[src/rtl/branch_recovery_ctrl.sv]
// branch_recovery_ctrl: sequences fetch redirect and pipeline flush after a branch
// misprediction, and queues predictor updates in a 2-entry FIFO.
module branch_recovery_ctrl #(
    parameter int size         = 32,
    parameter int DRAIN_CYCLES = 2
) (
    input  logic            clk,
    input  logic            reset,
    input  logic            ex_valid_i,
    input  logic            misprediction_i,
    input  logic [size-1:0] correct_pc_i,
    input  logic            update_valid_i,
    input  logic [size-1:0] update_pc_i,
    input  logic            update_taken_i,
    input  logic            redirect_ready_i,
    input  logic            upd_ready_i,
    output logic            redirect_valid_o,
    output logic [size-1:0] redirect_pc_o,
    output logic            flush_if_o,
    output logic            flush_id_o,
    output logic            stall_o,
    output logic            upd_valid_o,
    output logic [size-1:0] upd_pc_o,
    output logic            upd_taken_o,
    output logic            upd_overflow_o
);
    typedef enum logic [1:0] {IDLE, REDIRECT, DRAIN} state_t;
    state_t state, state_next;
    logic [2:0] cnt;
    logic [size:0] mem [2];
    logic wr_ptr, rd_ptr;
    logic [1:0] count;
    logic mispredict, push, pop, full, accept;

    assign mispredict = state == IDLE && ex_valid_i && misprediction_i;
    assign push       = state == IDLE && ex_valid_i && update_valid_i;
    assign pop        = upd_valid_o && upd_ready_i;
    assign full       = count == 2'd2;
    assign accept     = push && (!full || pop);

    always_ff @(posedge clk)
        if (!reset) state <= IDLE;
        else        state <= state_next;

    always_comb begin
        state_next = mispredict                         ? REDIRECT :
                     (state == REDIRECT && redirect_ready_i) ? DRAIN :
                     (state == DRAIN && cnt == 3'd1)         ? IDLE  : state;
    end

    assign redirect_valid_o = state == REDIRECT;
    assign stall_o          = state == REDIRECT;
    assign flush_if_o       = state != IDLE;
    assign flush_id_o       = state != IDLE;

    always_ff @(posedge clk) begin
        if (!reset) begin
            cnt           <= '0;
            redirect_pc_o <= '0;
        end else begin
            if (mispredict) redirect_pc_o <= correct_pc_i;
            if (state == REDIRECT && redirect_ready_i) cnt <= 3'(DRAIN_CYCLES);
            else if (state == DRAIN)                   cnt <= cnt - 3'd1;
        end
    end

    // Entries are {pc, taken}; a full FIFO still accepts when the head leaves the same cycle
    always_ff @(posedge clk) begin
        if (!reset) begin
            mem[0]         <= '0;
            mem[1]         <= '0;
            wr_ptr         <= 1'b0;
            rd_ptr         <= 1'b0;
            count          <= '0;
            upd_overflow_o <= 1'b0;
        end else begin
            if (accept) begin
                mem[wr_ptr] <= {update_pc_i, update_taken_i};
                wr_ptr      <= ~wr_ptr;
            end
            if (pop) rd_ptr <= ~rd_ptr;
            count <= count + 2'(accept) - 2'(pop);
            if (push && full && !pop) upd_overflow_o <= 1'b1;
        end
    end

    assign upd_valid_o             = count != 2'd0;
    assign {upd_pc_o, upd_taken_o} = mem[rd_ptr];
endmodule

[config.mk]
export PLATFORM = sky130hd
export DESIGN_NAME = branch_recovery_ctrl
export DESIGN_NICKNAME = d
export VERILOG_FILES = /design/src/rtl/branch_recovery_ctrl.sv
export SDC_FILE = /design/constraint.sdc
export NUM_CORES = 1
export LEC_CHECK = 0
export CAP_MARGIN = 20
export CORE_MARGIN = 8
export CORE_UTILIZATION = 50
export DETAILED_ROUTE_END_ITERATION = 8
export GPL_TIMING_DRIVEN = 0
export PLACE_DENSITY = 0.95
export SLEW_MARGIN = 5
export SYNTH_ARGS = -nofsm -noshare
export SYNTH_HDL_FRONTEND = slang
export SYNTH_SLANG_ARGS = --single-unit
export TNS_END_PERCENT = 100
[constraint.sdc]
create_clock -name clk -period 11.9 [get_ports clk]
set_input_delay 2.975 -clock clk [delete_from_list [all_inputs] [get_ports clk]]
set_output_delay 2.975 -clock clk [all_outputs]
set_load 0.005 [all_outputs]
### Yosys cells after proc, flatten, opt, wreduce, memory -nomap -nowiden

Memory sizes are Yosys's and may differ from the RTL's. A register that Yosys moved wholly into a read port is not among the register bits.
Cells that the tools add are included.

| word-level totals | value |
|---|---|
| word-level logic and storage cells | 55 |
| memory bits (writable) | 66 |
| output and inout port bits | 71 |
| register bits | 42 |
| memories | 1 |
| input bits | 72 |

| operators by class | value |
|---|---|
| bitwise logic cells | 3 |
| reduce and logical (&&, ||, !) cells | 21 |
| mux-type cells | 14 |
| add/sub/neg operators | 3 |
| eq/ne operators | 4 |

Memories:

| name | depth | bits a word | read ports | clocked after Yosys merged registers in | wr ports | RTL line | source |
|---|---|---|---|---|---|---|---|
| mem | 2 | 33 | 1 | 1 | 2 | 30 | `logic [size:0] mem [2];` |

Operator list:

| kind | number |
|---|---|
| $mux W33 | 1 |
| $reduce_or A33 Y1 | 1 |
| $logic_and A1 B1 Y1 | 9 |
| $mux W1 | 9 |
| $mux W2 | 4 |
| $reduce_bool A2 Y1 | 4 |
| $eq A2 B2 Y1 const B | 2 |
| $reduce_or A2 Y1 | 2 |
| $eq A3 B1 Y1 const B | 1 |
| $not A1 Y1 | 3 |
| $reduce_bool A3 Y1 | 1 |
| $sub A3 B1 Y3 const B | 1 |
| $add A2 B1 Y2 | 1 |
| $eq A2 B1 Y1 const B | 1 |
| $logic_not A1 Y1 | 2 |
| $logic_not A2 Y1 | 1 |
| $sub A2 B1 Y2 | 1 |
| $logic_or A1 B1 Y1 | 1 |

### Logic depth before layout (Yosys ltp)

| depth | value |
|---|---|
| word-level depth | 9 |
| gate-level depth with buffers | 10 |
| depth with buffers taken out | 9 |

### Worst setup path after synthesis

OpenSTA, ideal clock, no wires.

| path | value |
|---|---|
| path type | in2reg |
| start point | input update_valid_i |
| end point | memory mem[0][0] (netlist bit) (enable) |
| data required time | 11.431 ns |
| data arrival time | 5.702 ns |
| stages | 4 |
| setup slack | 5.729 ns |
| setup time | 0.469 ns |
| path buffers | 0 |
| cells stage by stage | nand4bb_4 > nor2_1 > inv_1 > o21ai_0 |

RTL lines:

| element | RTL line | source |
|---|---|---|
| start, declared | 12 | `input logic update_valid_i,` |
| end, declared | 30 |  |

==> impl_metrics.tcl <==
set metrics [dict create \
    slew_viol_final 0 \
    status "completed" \
    crit_required_ps 8930 \
    clkPwrFrac_pct 24.9 \
    drt_iter0_markers 108 \
    grt_pass1_vias 3327 \
    detailed_place_hpwl_um 8090 \
    tns_ps 0 \
    gr-max-usage-layer "met2" \
    syn2layout_area_growth_pct 41.0 \
    r2r-end "mem[1][9]$_SDFFCE_PN0P_" \
    postCtsSetupBuffers 0 \
    yosysSeqAreaShare_pct 64.3 \
    cts-hold-fix-buffers 0 \
    grt_use_total_pct 17.8 \
    final-setup-viol-count 0 \
    skew_ps 10.2 \
    vias 3028 \
    synth_edf_count 66 \
    grt_first_pass_wirelength_um 16400 \
    peakVddDrop_v 0.0000777 \
    cts_tree "built" \
    drcViolationCount 0 \
    grt_max_degree 27 \
    cell_internal_pwr_mw 0.674 \
    worstMarginPinSlew_ps 744 \
    cts_buffers 9 \
    firstDrtPassIters 4 \
    ant_nets 0 \
    place_congestion 0.734 \
    route.detailed.wl_per_inst_um 18.2 \
    crit_fanout 10 \
    ctsResizeCount 0 \
    p_sw_mw 0.224 \
    synth_warnings 0 \
    nets 544 \
    cts_root_buffer "clkbuf_8" \
    reg2regPathDepth 5 \
    clkTransAtPathRegs_ps 100 \
    grt_use_met2_pct 30.6 \
    path_class "reg2out" \
    antenna_found_initial 0 \
    rsz0062_at_grt "false" \
    r2r_setup_slack_ps 9810 \
    critPathCaptureType "output pin" \
    drt_wl_total_um 10600 \
    switching_share_pct 24.9 \
    die_area_um2 12100 \
    r2r_start "state[1]$_SDFFE_PP0P_" \
    dp.cells 565 \
    globalRouteOverflowTotal 0 \
    fmax_ghz 0.198 \
    async_flop_share_pct 0 \
    cts_max_path_buffers 2 \
    die_x_um 110 \
    crit_arrival_ps 2080 \
    io_buffer_count 142 \
    synth_fp_nets 389 \
    critPathLaunchType "flip-flop" \
    combPwrFrac_pct 25.7 \
    cts_sinks 109 \
    grt_util_met1_pct 18.3 \
    yosys.cell_types.count 39 \
    synth_cells 313 \
    syn_area_per_cell_um2 14.1 \
    min_path_cells 1 \
    synth-main-ff-cell "edfxtp_1" \
    final_common_cell "clkdlybuf4s50_1" \
    layout_min_cycle_time_ps 5060 \
    use_met3_pct 9.42 \
    drt-vias-per-instance 5.21 \
    ys_seq_elements 109 \
    mostFrequentLayoutCells "142 x clkdlybuf4s50_1, 68 x and2_1, 66 x edfxtp_1" \
    fin_cells 581 \
    min_to "redirect_pc_o[19]$_SDFFE_PN0P_" \
    core_um2 8640 \
    antenna_cells 0 \
    die_h_um 110 \
    power_frac_seq_pct 49.5 \
    drive_above_1_share_pct 16.5 \
    pin_count 143 \
    maxCapViolations 0 \
    start_util_pct 51.2 \
    cellPowerDensity_nw_per_um2 144 \
    htree_levels 3 \
    rows 34 \
    clock_latency_ps 360 \
    synth_area_um2 4420 \
    leakagePower_nw 2.40 \
    finalHoldViolations 0 \
    hp-start "redirect_pc_o[19]$_SDFFE_PN0P_" \
    hold_class "reg2reg" \
    slew_headroom_pct 50.4 \
    fin_crit_sh_pct 42.5 \
]
[area by class of cell]
type,count,area (µm²)
multi-input cells,176,1430
repair buffers,144,1470
plain buffers,20,129
well taps,108,135
clock inverters,7,73.8
inverters,8,30.0
fillers,567,2400
clock buffers,9,124
flip-flops and latches,109,2840
[cells by family after synthesis]
family	after synthesis	share of synthesized area, %
adder cells (fa/ha/maj)	4	1.13
buffers and inverters	28	3.59
flip-flops	109	64.3
multiplexers	34	8.63
AND/OR/NAND/NOR	88	13.1
XOR/XNOR	2	0.396
AO/OA/AOI/OAI	48	8.83
[power groups by stage]
stage                     registers [mW]  logic, mW  clock network [mW]
after floorplan                    0.450      0.105                   0
after global placement             0.452      0.225                   0
after detailed placement           0.453      0.234                   0
after CTS                          0.444      0.235               0.228
after global routing               0.447      0.248               0.242
final                              0.444      0.230               0.223
[cell usage after synthesis (2+ instances only)]
master | number | area share, %
inv_1 | 7 | 0.59
mux2_2 | 33 | 8.4
ha_1 | 4 | 1.1
dfxtp_1 | 43 | 19
o21a_1 | 2 | 0.34
a22o_1 | 32 | 6.3
nor2_1 | 7 | 0.59
buf_2 | 10 | 1.1
o21ai_0 | 4 | 0.45
edfxtp_1 | 66 | 45
buf_6 | 4 | 1.0
a21oi_1 | 3 | 0.34
buf_4 | 2 | 0.34
and4_1 | 2 | 0.40
clkbuf_2 | 3 | 0.34
and2_1 | 68 | 9.6
[routing by layer]
| layer | routed length (µm) | vias up |
|---|---|---|
| li1 | - | 1433 |
| met1 | 3900 | 1432 |
| met2 | 5170 | 151 |
| met3 | 1390 | 12 |
| met4 | 103 | 0 |
| met5 | 0 | - |
[registers in the layout, summed over array words and instances, names as in the netlist, named ones only]
| register | flops |
|---|---|
| state | 2 |
| cnt | 3 |
| count | 2 |
| upd_overflow_o | 1 |
| rd_ptr | 1 |
| wr_ptr | 1 |
| redirect_pc_o | 32 |
| mem | 66 |
[how the worst max path moves through the flow]
stage | from | endpoint | cells past startpoint
final | flip-flop | upd_pc_o[0] | 4
after global routing | flip-flop | upd_pc_o[0] | 4
after CTS | flip-flop | upd_pc_o[23] | 4
after detailed placement | ex_valid_i | mem[1][12]$_SDFFCE_PN0P_ | 5
after global placement | ex_valid_i | mem[0][12]$_SDFFCE_PN0P_ | 5
after floorplan | update_valid_i | mem[0][0]$_SDFFCE_PN0P_ | 4
[per-stage QoR]
stage | utilization, % | hold WS, ps | total power, mW | area (µm²) | setup WS [ps]
floorplan | - | 465 | 0.555 | 4420 | 5730
global placement | 69.2 | 457 | 0.677 | 5980 | 4020
detailed placement | 69.9 | 466 | 0.686 | 6040 | 6780
CTS | 72.2 | 490 | 0.907 | 6230 | 6790
global route | 72.2 | 510 | 0.938 | 6230 | 6700
finish | 72.2 | 486 | 0.897 | 6230 | 6840
[worst max-delay path, cell delays in order, from the launching register on]
cell and delay, ps:
dfxtp_1 320, clkbuf_1 250, buf_2 320, mux2_2 380
clkdlybuf4s50_1 460
Power figures use the tool's default switching activity.
